$ cat src/rtl/uart_rx_fifo_if.sv
// uart_rx_fifo_if: consumer-side bundle of the UART receive FIFO.
// master (receiver): rx_data/frame_err/parity_err = head entry, valid = non-empty,
//   overrun = drop pulse, drop_count = saturating drops, fill_level = entries; ready in.
// slave (consumer): the mirror image, drives ready.
interface uart_rx_fifo_if #(
    parameter int DATA_BITS  = 8,
    parameter int FIFO_DEPTH = 16
);
    logic [DATA_BITS-1:0]                rx_data;
    logic                                frame_err;
    logic                                parity_err;
    logic                                valid;
    logic                                ready;
    logic                                overrun;
    logic [7:0]                          drop_count;
    logic [$clog2(FIFO_DEPTH+1)-1:0]     fill_level;

    modport master (
        output rx_data, frame_err, parity_err, valid, overrun, drop_count, fill_level,
        input  ready
    );

    modport slave (
        input  rx_data, frame_err, parity_err, valid, overrun, drop_count, fill_level,
        output ready
    );
endinterface

$ cat src/rtl/uart_rx_fifo.sv
// uart_rx_fifo: UART receiver with parity/framing flags, glitch rejection and a receive FIFO.
// clk_50: system clock; reset: async active-low; rx_in: async serial line, idle high;
// bus: head entry (first-word fall-through), valid/ready pop, overrun, drop_count, fill_level.
module uart_rx_fifo #(
    parameter int CLKS_PER_BIT = 434,
    parameter int DATA_BITS    = 8,
    parameter int PARITY       = 0,
    parameter int FIFO_DEPTH   = 16
) (
    input logic             clk_50,
    input logic             reset,
    input logic             rx_in,
    uart_rx_fifo_if.master  bus
);
    localparam int TW = $clog2(CLKS_PER_BIT);
    localparam int CW = $clog2(DATA_BITS);
    localparam int AW = $clog2(FIFO_DEPTH);
    localparam int EW = DATA_BITS + 2;
    localparam logic [TW-1:0] T_FULL   = TW'(CLKS_PER_BIT - 1);
    localparam logic [TW-1:0] T_HALF   = TW'(CLKS_PER_BIT / 2 - 1);
    localparam logic [CW-1:0] LAST_BIT = CW'(DATA_BITS - 1);

    typedef enum logic [2:0] {ARM, IDLE, START, DATA, PAR, STOP} state_t;

    state_t               state_q, state_d;
    logic [1:0]           sync_q, sync_d;
    logic [1:0]           prime_q, prime_d;
    logic [TW-1:0]        timer_q, timer_d;
    logic [CW-1:0]        bit_q, bit_d;
    logic [DATA_BITS-1:0] shift_q, shift_d;
    logic                 perr_q, perr_d;
    logic                 overrun_q, overrun_d;
    logic [7:0]           drop_q, drop_d;
    logic [AW:0]          wr_q, wr_d, rd_q, rd_d;
    logic [EW-1:0]        mem_q [FIFO_DEPTH];
    logic [EW-1:0]        mem_d [FIFO_DEPTH];
    logic                 rx_s, push, pop, full, empty, accept;
    logic [EW-1:0]        head;

    assign rx_s   = sync_q[1];
    assign empty  = wr_q == rd_q;
    assign full   = (wr_q[AW] != rd_q[AW]) && (wr_q[AW-1:0] == rd_q[AW-1:0]);
    assign pop    = !empty && bus.ready;
    assign accept = push && (!full || pop);
    assign head   = empty ? '0 : mem_q[rd_q[AW-1:0]];

    assign bus.valid      = !empty;
    assign bus.rx_data    = head[DATA_BITS-1:0];
    assign bus.parity_err = head[DATA_BITS];
    assign bus.frame_err  = head[DATA_BITS+1];
    assign bus.overrun    = overrun_q;
    assign bus.drop_count = drop_q;
    assign bus.fill_level = wr_q - rd_q;

    always_comb begin
        sync_d  = {sync_q[0], rx_in};
        // The synchroniser resets high, so its output is not trusted in ARM until
        // two real line samples have shifted through.
        prime_d = {prime_q[0], 1'b1};
        state_d = state_q;
        timer_d = timer_q + 1'b1;
        bit_d   = bit_q;
        shift_d = shift_q;
        perr_d  = perr_q;
        push    = 1'b0;
        case (state_q)
            ARM: begin
                if (rx_s && prime_q[1]) state_d = IDLE;
            end
            // IDLE is only entered with the line high, so a low rx_s here is a falling edge.
            IDLE: begin
                timer_d = '0;
                if (!rx_s) begin
                    state_d = START;
                    perr_d  = 1'b0;
                end
            end
            START: begin
                if (timer_q == T_HALF) begin
                    timer_d = '0;
                    bit_d   = '0;
                    state_d = rx_s ? IDLE : DATA;
                end
            end
            DATA: begin
                if (timer_q == T_FULL) begin
                    timer_d = '0;
                    shift_d = {rx_s, shift_q[DATA_BITS-1:1]};
                    bit_d   = bit_q + 1'b1;
                    if (bit_q == LAST_BIT) state_d = (PARITY != 0) ? PAR : STOP;
                end
            end
            PAR: begin
                if (timer_q == T_FULL) begin
                    timer_d = '0;
                    perr_d  = (^{shift_q, rx_s}) ^ (PARITY == 1);
                    state_d = STOP;
                end
            end
            STOP: begin
                if (timer_q == T_FULL) begin
                    push    = 1'b1;
                    state_d = rx_s ? IDLE : ARM;
                end
            end
            default: state_d = ARM;
        endcase
    end

    always_comb begin
        mem_d = mem_q;
        if (accept) mem_d[wr_q[AW-1:0]] = {~rx_s, perr_q, shift_q};
        wr_d      = wr_q + {{AW{1'b0}}, accept};
        rd_d      = rd_q + {{AW{1'b0}}, pop};
        overrun_d = push && !accept;
        drop_d    = (overrun_d && drop_q != 8'hFF) ? drop_q + 8'd1 : drop_q;
    end

    always_ff @(posedge clk_50 or negedge reset) begin
        if (!reset) begin
            state_q   <= ARM;
            sync_q    <= 2'b11;
            prime_q   <= 2'b00;
            timer_q   <= '0;
            bit_q     <= '0;
            shift_q   <= '0;
            perr_q    <= 1'b0;
            overrun_q <= 1'b0;
            drop_q    <= '0;
            wr_q      <= '0;
            rd_q      <= '0;
        end else begin
            state_q   <= state_d;
            sync_q    <= sync_d;
            prime_q   <= prime_d;
            timer_q   <= timer_d;
            bit_q     <= bit_d;
            shift_q   <= shift_d;
            perr_q    <= perr_d;
            overrun_q <= overrun_d;
            drop_q    <= drop_d;
            wr_q      <= wr_d;
            rd_q      <= rd_d;
        end
    end

    always_ff @(posedge clk_50) begin
        mem_q <= mem_d;
    end
endmodule

$ cat src/flat_wrapper.sv
// flat-port wrapper written by rule: the top's interface ports become plain ports
module uart_rx_fifo_flat 
#(
    parameter int CLKS_PER_BIT = 434,
    parameter int DATA_BITS    = 8,
    parameter int PARITY       = 0,
    parameter int FIFO_DEPTH   = 16
)
  (clk_50, reset, rx_in, bus_rx_data, bus_frame_err, bus_parity_err, bus_valid, bus_overrun, bus_drop_count, bus_fill_level, bus_ready);
  uart_rx_fifo_if #(.DATA_BITS(DATA_BITS), .FIFO_DEPTH(FIFO_DEPTH)) bus_i ();
  input logic clk_50;
  input logic reset;
  input logic rx_in;
  output wire logic [$bits(bus_i.rx_data)-1:0] bus_rx_data;
  output wire logic [$bits(bus_i.frame_err)-1:0] bus_frame_err;
  output wire logic [$bits(bus_i.parity_err)-1:0] bus_parity_err;
  output wire logic [$bits(bus_i.valid)-1:0] bus_valid;
  output wire logic [$bits(bus_i.overrun)-1:0] bus_overrun;
  output wire logic [$bits(bus_i.drop_count)-1:0] bus_drop_count;
  output wire logic [$bits(bus_i.fill_level)-1:0] bus_fill_level;
  input wire logic [$bits(bus_i.ready)-1:0] bus_ready;
  assign bus_rx_data = bus_i.rx_data;
  assign bus_frame_err = bus_i.frame_err;
  assign bus_parity_err = bus_i.parity_err;
  assign bus_valid = bus_i.valid;
  assign bus_overrun = bus_i.overrun;
  assign bus_drop_count = bus_i.drop_count;
  assign bus_fill_level = bus_i.fill_level;
  assign bus_i.ready = bus_ready;
  uart_rx_fifo #(.CLKS_PER_BIT(CLKS_PER_BIT), .DATA_BITS(DATA_BITS), .PARITY(PARITY), .FIFO_DEPTH(FIFO_DEPTH)) u_core (.clk_50(clk_50), .reset(reset), .rx_in(rx_in), .bus(bus_i));
endmodule
$ cat config.mk
export PLATFORM = sky130hd
export DESIGN_NAME = uart_rx_fifo_flat
export DESIGN_NICKNAME = d
export VERILOG_FILES = /design/src/rtl/uart_rx_fifo_if.sv /design/src/rtl/uart_rx_fifo.sv /design/src/flat_wrapper.sv
export SDC_FILE = /design/constraint.sdc
export NUM_CORES = 1
export LEC_CHECK = 0
export CAP_MARGIN = 20
export CORE_MARGIN = 2
export CORE_UTILIZATION = 61
export CTS_CLUSTER_DIAMETER = 100
export CTS_CLUSTER_SIZE = 16
export DETAILED_ROUTE_END_ITERATION = 12
export PLACE_DENSITY = 0.77
export SYNTH_ARGS = -nofsm -noshare
export SYNTH_HDL_FRONTEND = slang
export SYNTH_SLANG_ARGS = --single-unit
$ cat constraint.sdc
create_clock -name clk_50 -period 3.58 [get_ports clk_50]
set_input_delay 0.716 -clock clk_50 [delete_from_list [all_inputs] [get_ports clk_50]]
set_output_delay 0.716 -clock clk_50 [all_outputs]
set_load 0.005 [all_outputs]
==> results.txt <==
Final setup fails - 0
Row Count - 43
# IOs - 29
Slowest CP cell - mux4_2
Post-synthesis sequential area ratio - 69.9%
Crit path buf inv count - 2
TNS Setup - 0 ns
Initial drt markers - 452
Clock Power Share - 29.2%
Worst-path maximum fanout - 41
Fin worst setup slack - 0.132 ns
Total wire length - 17000 µm
Maxcap violations - 0
Final Wtd Congestion - 0.921
Via Count - 4595
Multi-input logic area - 0.00244 mm²
Seq pwr share - 49.0%
Top cells by count, synth - edfxtp_1 (160), dfrtp_1 (45), mux4_2 (40)
Wire length per cell - 23.6 µm
Clock Skews - 0.0119 ns
CTS max path bufs - 3
DRT Pass-1 Iters - 5
Synth top area share - 56.1%
Largest net degree at the start of global routing - 48
Non-Filler Instances - 720
Cell taking the most area after synthesis - edfxtp_1
Met2 wire length - 8410 µm
Hold crit path type - input pin to async pin
HPWL after DPL - 10600 µm
Syn Std Cell Area - 0.00856 mm²
Sw Ratio - 27.2%
Final ANT Viol Nets - 0
Period utilization - 96.3%
Min cycle time layout - 3.45 ns
H-tree levels - 1
Die Span Y - 122 µm
Int Pwr - 4110 µW
Routed wl met3 - 1200 µm
Logic pwr share - 21.8%
P&R area growth vs syn - 12.4%
Worst IR Drop VDD - 0.413 mV
CP Capture Type - primary output
Overflow after GRT - 0
Number of nets in the layout - 549
Slew margin rel. - 28.9%
DRC viols - 0
Outcome - completed
FF-to-FF Start - u_core.rd_q[2]
Max Slew Vio Count - 0
Main flop type after synthesis - edfxtp_1
Post-synthesis net count - 504
Number of synthesized flops with an enable pin - 160
Crit-path cells - buf_12, mux4_2, a22oi_1, a21oi_1, clkdlybuf4s50_1
RSZ-0062 raised after global routing - false
Yosys cell types - 49
Worst-margin pin slew - 1.06 ns
Global-route wire length before repair - 26400 µm
Max Fclk - 290 MHz
Place WS - 0.365 ns
Root Buffer - clkbuf_16
TritonCTS buffer count - 16
Worst skew pair latency - 0.47 ns
CP top delay family - buffers and inverters
Post-synthesis area per instance - 17.7 µm²
Clk sink count - 207
Sw power - 1540 µW
Number of global-route vias before repair - 4627
Cells after synthesis - 485
DR top layer - met4
Initial Util - 62.2%
Fillers - 903
Port bufs - 28
Reg2Reg Depth - 6
Die X - 122 µm
Leakage dissipation - 0.00369 µW
Final Hold Fails - 0
Die area - 0.0150 mm²
Antenna violations before repair - 0
Sequential Area - 0.00599 mm²
Pwr dens - 587 mW/mm²
Count leader, synth - edfxtp_1
CTS tree - yes
CP arrival - 2.73 ns
WS Path Type - flop to primary output
Synth top area cells - edfxtp_1 (56%), dfrtp_1 (13%), mux4_2 (11%)
Yosys reg bits - 207
CP Launch Type - flop
Worst R2R Setup Slack - 0.66 ns
Ys async rst share - 22.7%
Layout cells sized above 1 - 18.3%
Reg-to-Reg End - u_core.mem_q[69]
Worst EP required - 2.86 ns
Core Region - 0.0138 mm²
Reg clk slew, reported paths - 0.08 ns
Vias per cell - 6.38
Critical Path Max Stage Delay - 0.57 ns
WL met1 - 6990 µm
Placed Instances - 686
Ant. Diodes - 0
YS warnings - 0
All-Layer GR Usage - 24.0%
-- flip-flops by register name (all words and copies together), names as in the netlist --
signal	count
u_core.bus.overrun	1
u_core.timer_q	9
u_core.mem_q	160
u_core.bus.drop_count	8
u_core.prime_q	2
u_core.perr_q	1
u_core.bit_q	3
u_core.rd_q	5
u_core.shift_q	8
u_core.sync_q	2
u_core.state_q	3
u_core.wr_q	5
-- worst max path at each step --
stage	startpoint	endpoint	slack (ns)	depth (start not counted)
floorplan	u_core.rd_q[1]	u_core.mem_q[110]	0.67	8
global placement	bus_ready	u_core.mem_q[29]	0.57	4
detailed placement	u_core.rd_q[2]	bus_rx_data[1]	0.36	6
CTS	u_core.rd_q[0]	bus_rx_data[5]	0.03	5
global route	u_core.rd_q[0]	bus_rx_data[2]	0.01	5
finish	u_core.rd_q[0]	bus_rx_data[2]	0.13	5
-- layer usage --
| metal | GRT usage (%) | vias to the layer above |
|---|---|---|
| met5 | 0 | - |
| met4 | 6.18 | 0 |
| met3 | 4.14 | 31 |
| met2 | 38.7 | 192 |
| met1 | 34.8 | 2365 |
| li1 | - | 2007 |
-- power by group through the flow --
stage          registers (µW)  logic, µW  clock network (µW)
2_1_floorplan            2760        835                   0
3_3_place_gp             2810       1200                   0
3_5_place_dp             2810       1230                   0
4_1_cts                  2760       1240                1670
5_1_grt                  2780       1340                1760
6_report                 2760       1230                1650
-- what timing repair did --
item,CTS,global route
buffers inserted,0,0
resized for setup,1,2
hold buffers,0,0
endpoints found under the setup margin,11,6
-- layout make-up --
class	instances	share of cell area, %
tap	180	2.34
sequential	207	62.2
clock buffer	28	4.85
multi-input combinational	246	25.4
timing repair buffer	46	4.64
inverter	13	0.507
-- cells by family after synthesis --
family | synth area share [%]
adders and majority gates | 2.28
muxes | 12.5
xor gates and xnor gates | 2.92
AOI/OAI and AO/OA | 4.25
DFF | 69.9
and+or+nand+nor | 6.46
buffers and inverters | 1.70
other | 0.0438
-- metrics by stage --
stage | instance area (µm²) | total power, µW | hold slack, ns | utilization [%]
after floorplan | 8560 | 3600 | 0.331 | -
after global placement | 9070 | 4010 | 0.335 | 65.9
after detailed placement | 9070 | 4040 | 0.335 | 65.9
after CTS | 9540 | 5680 | 0.350 | 69.3
after global routing | 9620 | 5880 | 0.219 | 69.8
final | 9620 | 5650 | 0.191 | 69.8
-- placed cells by master (no fill, tap or decap), drive strengths merged, types with 2 or more instances in the layout --
master         synthesis  routed
nor2b                  3       3
a22oi                 20      20
xor2                  10      10
xnor2                 16      16
edfxtp               160     160
and4                   3       3
buf                    7      19
mux2                  12      12
dfstp                  2       2
a21oi                 15      15
mux4                  40      40
nand4b                 4       4
nor3                  17      17
a31oi                  4       4
a22o                   5       5
nand2b                 6       6
nand4                  9       9
and3                   7       7
and2                   2       2
a21o                   2       2
nand2                 11      11
dfrtp                 45      45
mux2i                  3       3
inv                   13      13
clkdlybuf4s50          0      27
nand3                  9       9
ha                    14      14
nor2                  20      20
clkbuf                12      28
(Power assumes the default switching activity.)
